## src/rtl/seg_display_reader_if.sv

```systemverilog
// seg_display_reader_if: digit strobe in, decoded time word and status pulses out
interface seg_display_reader_if;
   logic [6:0]  seg_code;
   logic [1:0]  digit_sel;
   logic        am_pm_in;
   logic        seg_valid;
   logic        seg_ready;
   logic [10:0] bin_time;
   logic        time_valid;
   logic        frame_err;
   modport master (
      output seg_code, digit_sel, am_pm_in, seg_valid,
      input  seg_ready, bin_time, time_valid, frame_err
   );
   modport slave (
      input  seg_code, digit_sel, am_pm_in, seg_valid,
      output seg_ready, bin_time, time_valid, frame_err
   );
endinterface

```

## src/rtl/seg_display_reader.sv

```systemverilog
// seg_display_reader: collects four 7-segment digits and rebuilds the packed time word
module seg_display_reader (
   input logic                  clk,
   input logic                  rst_n,
   seg_display_reader_if.slave  bus
);
   typedef enum logic [2:0] {W0, W1, W2, W3, CONV} state_t;
   state_t            state_q, state_d;
   logic              bad_q, bad_d;
   logic              am_pm_q, am_pm_d;
   logic              time_valid_q, time_valid_d;
   logic              frame_err_q, frame_err_d;
   logic [3:0][3:0]   dig_q, dig_d;
   logic [10:0]       bin_time_q, bin_time_d;
   logic [3:0]        val;
   logic              legal, dig_bad, accept;
   logic [3:0]        hours;
   logic [5:0]        minutes;
   always_comb begin
      val   = 4'd0;
      legal = 1'b1;
      case (bus.seg_code)
         7'b1111110: val = 4'd0;
         7'b0110000: val = 4'd1;
         7'b1101101: val = 4'd2;
         7'b1111001: val = 4'd3;
         7'b0110011: val = 4'd4;
         7'b1011011: val = 4'd5;
         7'b1011111: val = 4'd6;
         7'b1110000: val = 4'd7;
         7'b1111111: val = 4'd8;
         7'b1111011: val = 4'd9;
         7'b0000000: legal = bus.digit_sel == 2'd0;
         default:    legal = 1'b0;
      endcase
   end
   // a digit is only ever stored at the position named by digit_sel, so range checks key off it
   assign dig_bad = !legal
                  | (bus.digit_sel == 2'd0 && val > 4'd1)
                  | (bus.digit_sel == 2'd1 && dig_q[0] == 4'd1 && val > 4'd5)
                  | (bus.digit_sel == 2'd2 && val > 4'd5);
   assign accept  = bus.seg_valid && state_q != CONV;
   assign hours   = dig_q[0][0] ? 4'd10 + dig_q[1] : dig_q[1];
   assign minutes = 6'(dig_q[2]) * 6'd10 + 6'(dig_q[3]);
   always_comb begin
      state_d      = state_q;
      bad_d        = bad_q;
      dig_d        = dig_q;
      am_pm_d      = am_pm_q;
      bin_time_d   = bin_time_q;
      time_valid_d = 1'b0;
      frame_err_d  = 1'b0;
      if (state_q == CONV) begin
         time_valid_d = !bad_q;
         frame_err_d  = bad_q;
         bin_time_d   = bad_q ? bin_time_q : {~am_pm_q, hours, minutes};
         state_d      = W0;
      end else if (accept) begin
         if (bus.digit_sel == 2'(state_q)) begin
            dig_d[bus.digit_sel] = val;
            bad_d   = (state_q == W0 ? 1'b0 : bad_q) | dig_bad;
            am_pm_d = state_q == W3 ? bus.am_pm_in : am_pm_q;
            state_d = state_t'(state_q + 3'd1);
         end else if (state_q != W0) begin
            frame_err_d = 1'b1;
            bad_d       = bus.digit_sel == 2'd0 && dig_bad;
            dig_d[0]    = bus.digit_sel == 2'd0 ? val : dig_q[0];
            state_d     = bus.digit_sel == 2'd0 ? W1 : W0;
         end
      end
   end
   always_ff @(posedge clk or negedge rst_n) begin
      if (!rst_n) begin
         state_q      <= W0;
         bad_q        <= 1'b0;
         dig_q        <= '0;
         am_pm_q      <= 1'b0;
         bin_time_q   <= '0;
         time_valid_q <= 1'b0;
         frame_err_q  <= 1'b0;
      end else begin
         state_q      <= state_d;
         bad_q        <= bad_d;
         dig_q        <= dig_d;
         am_pm_q      <= am_pm_d;
         bin_time_q   <= bin_time_d;
         time_valid_q <= time_valid_d;
         frame_err_q  <= frame_err_d;
      end
   end
   assign bus.seg_ready  = state_q != CONV;
   assign bus.bin_time   = bin_time_q;
   assign bus.time_valid = time_valid_q;
   assign bus.frame_err  = frame_err_q;
endmodule

```

## src/flat_wrapper.sv

```systemverilog
// flat-port wrapper written by rule: the top's interface ports become plain ports
module seg_display_reader_flat 
  (clk, rst_n, bus_seg_code, bus_digit_sel, bus_am_pm_in, bus_seg_valid, bus_seg_ready, bus_bin_time, bus_time_valid, bus_frame_err);
  seg_display_reader_if bus_i ();
  input logic clk;
  input logic rst_n;
  input wire logic [$bits(bus_i.seg_code)-1:0] bus_seg_code;
  input wire logic [$bits(bus_i.digit_sel)-1:0] bus_digit_sel;
  input wire logic [$bits(bus_i.am_pm_in)-1:0] bus_am_pm_in;
  input wire logic [$bits(bus_i.seg_valid)-1:0] bus_seg_valid;
  output wire logic [$bits(bus_i.seg_ready)-1:0] bus_seg_ready;
  output wire logic [$bits(bus_i.bin_time)-1:0] bus_bin_time;
  output wire logic [$bits(bus_i.time_valid)-1:0] bus_time_valid;
  output wire logic [$bits(bus_i.frame_err)-1:0] bus_frame_err;
  assign bus_i.seg_code = bus_seg_code;
  assign bus_i.digit_sel = bus_digit_sel;
  assign bus_i.am_pm_in = bus_am_pm_in;
  assign bus_i.seg_valid = bus_seg_valid;
  assign bus_seg_ready = bus_i.seg_ready;
  assign bus_bin_time = bus_i.bin_time;
  assign bus_time_valid = bus_i.time_valid;
  assign bus_frame_err = bus_i.frame_err;
  seg_display_reader u_core (.clk(clk), .rst_n(rst_n), .bus(bus_i));
endmodule
```

## config.mk

```make
export PLATFORM = sky130hd
export DESIGN_NAME = seg_display_reader_flat
export DESIGN_NICKNAME = d
export VERILOG_FILES = /design/src/rtl/seg_display_reader_if.sv /design/src/rtl/seg_display_reader.sv /design/src/flat_wrapper.sv
export SDC_FILE = /design/constraint.sdc
export NUM_CORES = 1
export LEC_CHECK = 0
export CAP_MARGIN = 15
export CORE_MARGIN = 8
export CORE_UTILIZATION = 40
export CTS_BUF_LIST = sky130_fd_sc_hd__clkbuf_8
export CTS_CLUSTER_SIZE = 14
export DETAILED_ROUTE_END_ITERATION = 10
export GPL_TIMING_DRIVEN = 0
export PLACE_DENSITY = 0.59
export SYNTH_ARGS = -nofsm -noshare
export SYNTH_HDL_FRONTEND = slang
export SYNTH_SLANG_ARGS = --single-unit
export TNS_END_PERCENT = 5
```

## constraint.sdc

```tcl
create_clock -name clk -period 2.2 [get_ports clk]
set_input_delay 0.44 -clock clk [delete_from_list [all_inputs] [get_ports clk]]
set_output_delay 0.44 -clock clk [all_outputs]
set_load 0.02 [all_outputs]
```

==> flow_metrics.env <==
export IMPL_worst_slack_ns=0.1700
export IMPL_max_cap_viol_count=0
export IMPL_fin_crit_ns=2.030
export IMPL_min_path_type="input port to asynchronous set/reset pin"
export IMPL_drt_iter0_drc=49
export IMPL_post_drt_via_cell_ratio=5.411
export IMPL_p_per_area_nw_per_um2=909.8
export IMPL_diodes=0
export IMPL_path_max_fanout=7
export IMPL_slew_headroom_pct=50.34
export IMPL_regArea_um2=852.1
export IMPL_std_cell_rows=25
export IMPL_finalNonFillerCells=270
export IMPL_start_util_pct=40.86
export IMPL_ys_types=40
export IMPL_hold_worst_slack_ns=0.2148
export IMPL_yosys_area_top_type="dfrtp_1"
export IMPL_cp_start_kind="input port"
export IMPL_dieHeight_um=85
export IMPL_antenna_left=0
export IMPL_hpwlAfterDp_um=3052
export IMPL_path_clk_slew_ns=0.07
export IMPL_finalHoldViolCount=0
export IMPL_cts_tree="built"
export IMPL_worstSkewPairLatency_ns=0.29
export IMPL_drt_wl_total_um=3976
export IMPL_layout_commonest_cell="dfrtp_1"
export IMPL_routedWlPerCell_um=14.73
export IMPL_postSynthAreaPerCell_um2=10.29
export IMPL_critical_path_arrival_ns=2.20
export IMPL_die_area_um2=7225
export IMPL_cts_sinks=34
export IMPL_cts_root_buffer="clkbuf_8"
export IMPL_antenna_found_initial=0
export IMPL_port_buffers=23
export IMPL_place_inst=262
export IMPL_htree_levels=2
export IMPL_rrSetupSlack_ns=0.32
export IMPL_die_w_um=85
export IMPL_endpoint_kind="register"
export IMPL_ys_ff_latch=34
export IMPL_syn_area_um2=1904
export IMPL_post_place_ws_ns=-0.2568
export IMPL_outcome="complete, no violations"
export IMPL_grt_first_pass_wirelength_um=6879
export IMPL_layout_nets=239
export IMPL_fill_cells=443
export IMPL_vdd_drop_max_uv=360.4
export IMPL_multi_input_comb_area_um2=987.2
export IMPL_ys_seq_area_share_pct=44.68
export IMPL_drv_slew=0
export IMPL_worstReg2RegStart="u_core.state_q[0]"
export IMPL_fin_worst_skew_ns=0.004984
export IMPL_worst_pin_slew_ns=0.7449
export IMPL_synth_flop_cell="dfrtp_1"
export IMPL_utilization_pct=49.23
export IMPL_synth_top_area_share_pct=44.68
export IMPL_synth_edf_count=0
export IMPL_first_global_vias=1503
export IMPL_final_cell_mix="dfrtp_1 (33), nand2_1 (28), clkdlybuf4s50_1 (20), o21ai_0 (14), mux2_2 (14)"
export IMPL_grt_ovfl_total=0
export IMPL_via_count=1461
export IMPL_critical_path_class="input port to register"
export IMPL_grt_max_degree=35
export IMPL_async_flop_share_pct=100.0
export IMPL_drt_pass1_iterations=4
export IMPL_critPathLaunch="bus_seg_code[1]"
export IMPL_postCtsSetupBuffers=0
export IMPL_drc=0
export IMPL_yosys_warnings=0
export IMPL_drive_gt1_share_pct=15.28
export IMPL_grt_use_total_pct=11.86
export IMPL_fin_crit_sh_pct=92.27
export IMPL_synth_nets=209
export IMPL_required_ns=2.37
export IMPL_cts_buffer_depth=2
export IMPL_gp_congestion=0.7736
export IMPL_rsz0062_at_grt="no"
export IMPL_ioPinCount=27
export IMPL_setup_violations=0
export IMPL_synth_area_leaders="dfrtp_1 (45%), mux2_2 (8.3%), ha_1 (6.6%)"
export IMPL_netlist_instances=185
export IMPL_cts_buffers=5
export IMPL_p_leak_nw=1.086
export IMPL_areaGrowthSynthToFinish_pct=20.50
export IMPL_max_freq_ghz=0.4926
export IMPL_core_area_um2=4661
-- kinds of logic (layout without fill, tap and decap cells) --
logic type      after synthesis  in the layout  synth area share, %
xor+xnor                     10             10                5.387
compound gates               34             34                12.35
mux                          18             18                10.38
simple gates                 61             61                16.10
fa+ha+maj                    11             11                7.622
flops                        34             34                44.68
buf+inv                      17             48                3.483
-- worst max-delay path, cell delays in order --
cell and delay (ns):
clkdlybuf4s50_1 0.49, or4b_1 0.59, o32ai_2 0.28, a21boi_1 0.18
nand4_1 0.13, o221ai_2 0.08
-- worst paths after layout --
check | cells after the start | end
max | 6 | u_core.bad_q
min | 1 | u_core.bus.bin_time[5]
max reg2reg | 5 | u_core.dig_q[5]
min reg2reg | 1 | u_core.bus.bin_time[10]
max in group asynchronous | 1 | u_core.state_q[0]
min in group clk | 1 | u_core.bus.bin_time[10]
-- Yosys cell counts (3+ instances only) --
library cell,n
a21boi_0,3
a21oi_1,5
clkbuf_1,5
dfrtp_1,34
ha_1,10
inv_1,10
mux2_2,14
mux2i_1,4
nand2_1,28
nand3_1,6
nand4_1,3
nor2_1,7
nor2b_1,4
o21ai_0,14
xnor2_1,4
xor2_1,4
-- flip-flops by register name (all words and copies together) (netlist names) --
signal	count
u_core.bus.frame_err	1
u_core.state_q	3
u_core.bus.bin_time	11
u_core.dig_q	16
u_core.bad_q	1
u_core.am_pm_q	1
u_core.bus.time_valid	1
-- where the power goes --
group	leakage [nW]	internal [W]	switching (W)
combinational	0.576	0.000343	0.000408
sequential	0.458	0.000763	0.000106
clock	0.0524	0.000248	0.000220
total	1.09	0.00135	0.000734
-- metrics by stage --
step           total power, W  instance area [um2]  setup TNS [ns]
2_1_floorplan        0.001369                 1904               0
3_3_place_gp         0.001604                 2202          -1.019
3_5_place_dp         0.001640                 2197          -1.716
4_1_cts              0.002120                 2290               0
5_1_grt              0.002243                 2295               0
6_report             0.002088                 2295               0
-- cell type report --
class / count / share of cell area, %
clock inverters: 2 / 0.3817
clock buffers: 6 / 3.599
plain buffers: 7 / 1.254
multi-input cells: 134 / 43.02
repair buffers: 23 / 10.03
flip-flops and latches: 34 / 37.13
well taps: 54 / 2.944
inverters: 10 / 1.636
-- routing by layer --
metal | vias to the layer above | GRT usage (%) | share of wire [%]
li1 | 713 | - | -
met3 | 7 | 2.317 | 3.5
met2 | 33 | 20.88 | 50
met5 | - | 0 | 0
met1 | 708 | 13.11 | 44
met4 | 0 | 6.311 | 2.2
-- repair_timing --
item	in CTS	in global routing
resized for setup	1	3
hold buffers	0	0
endpoints found under the setup margin	1	7
No activity file was read; power rests on OpenSTA's default activity.
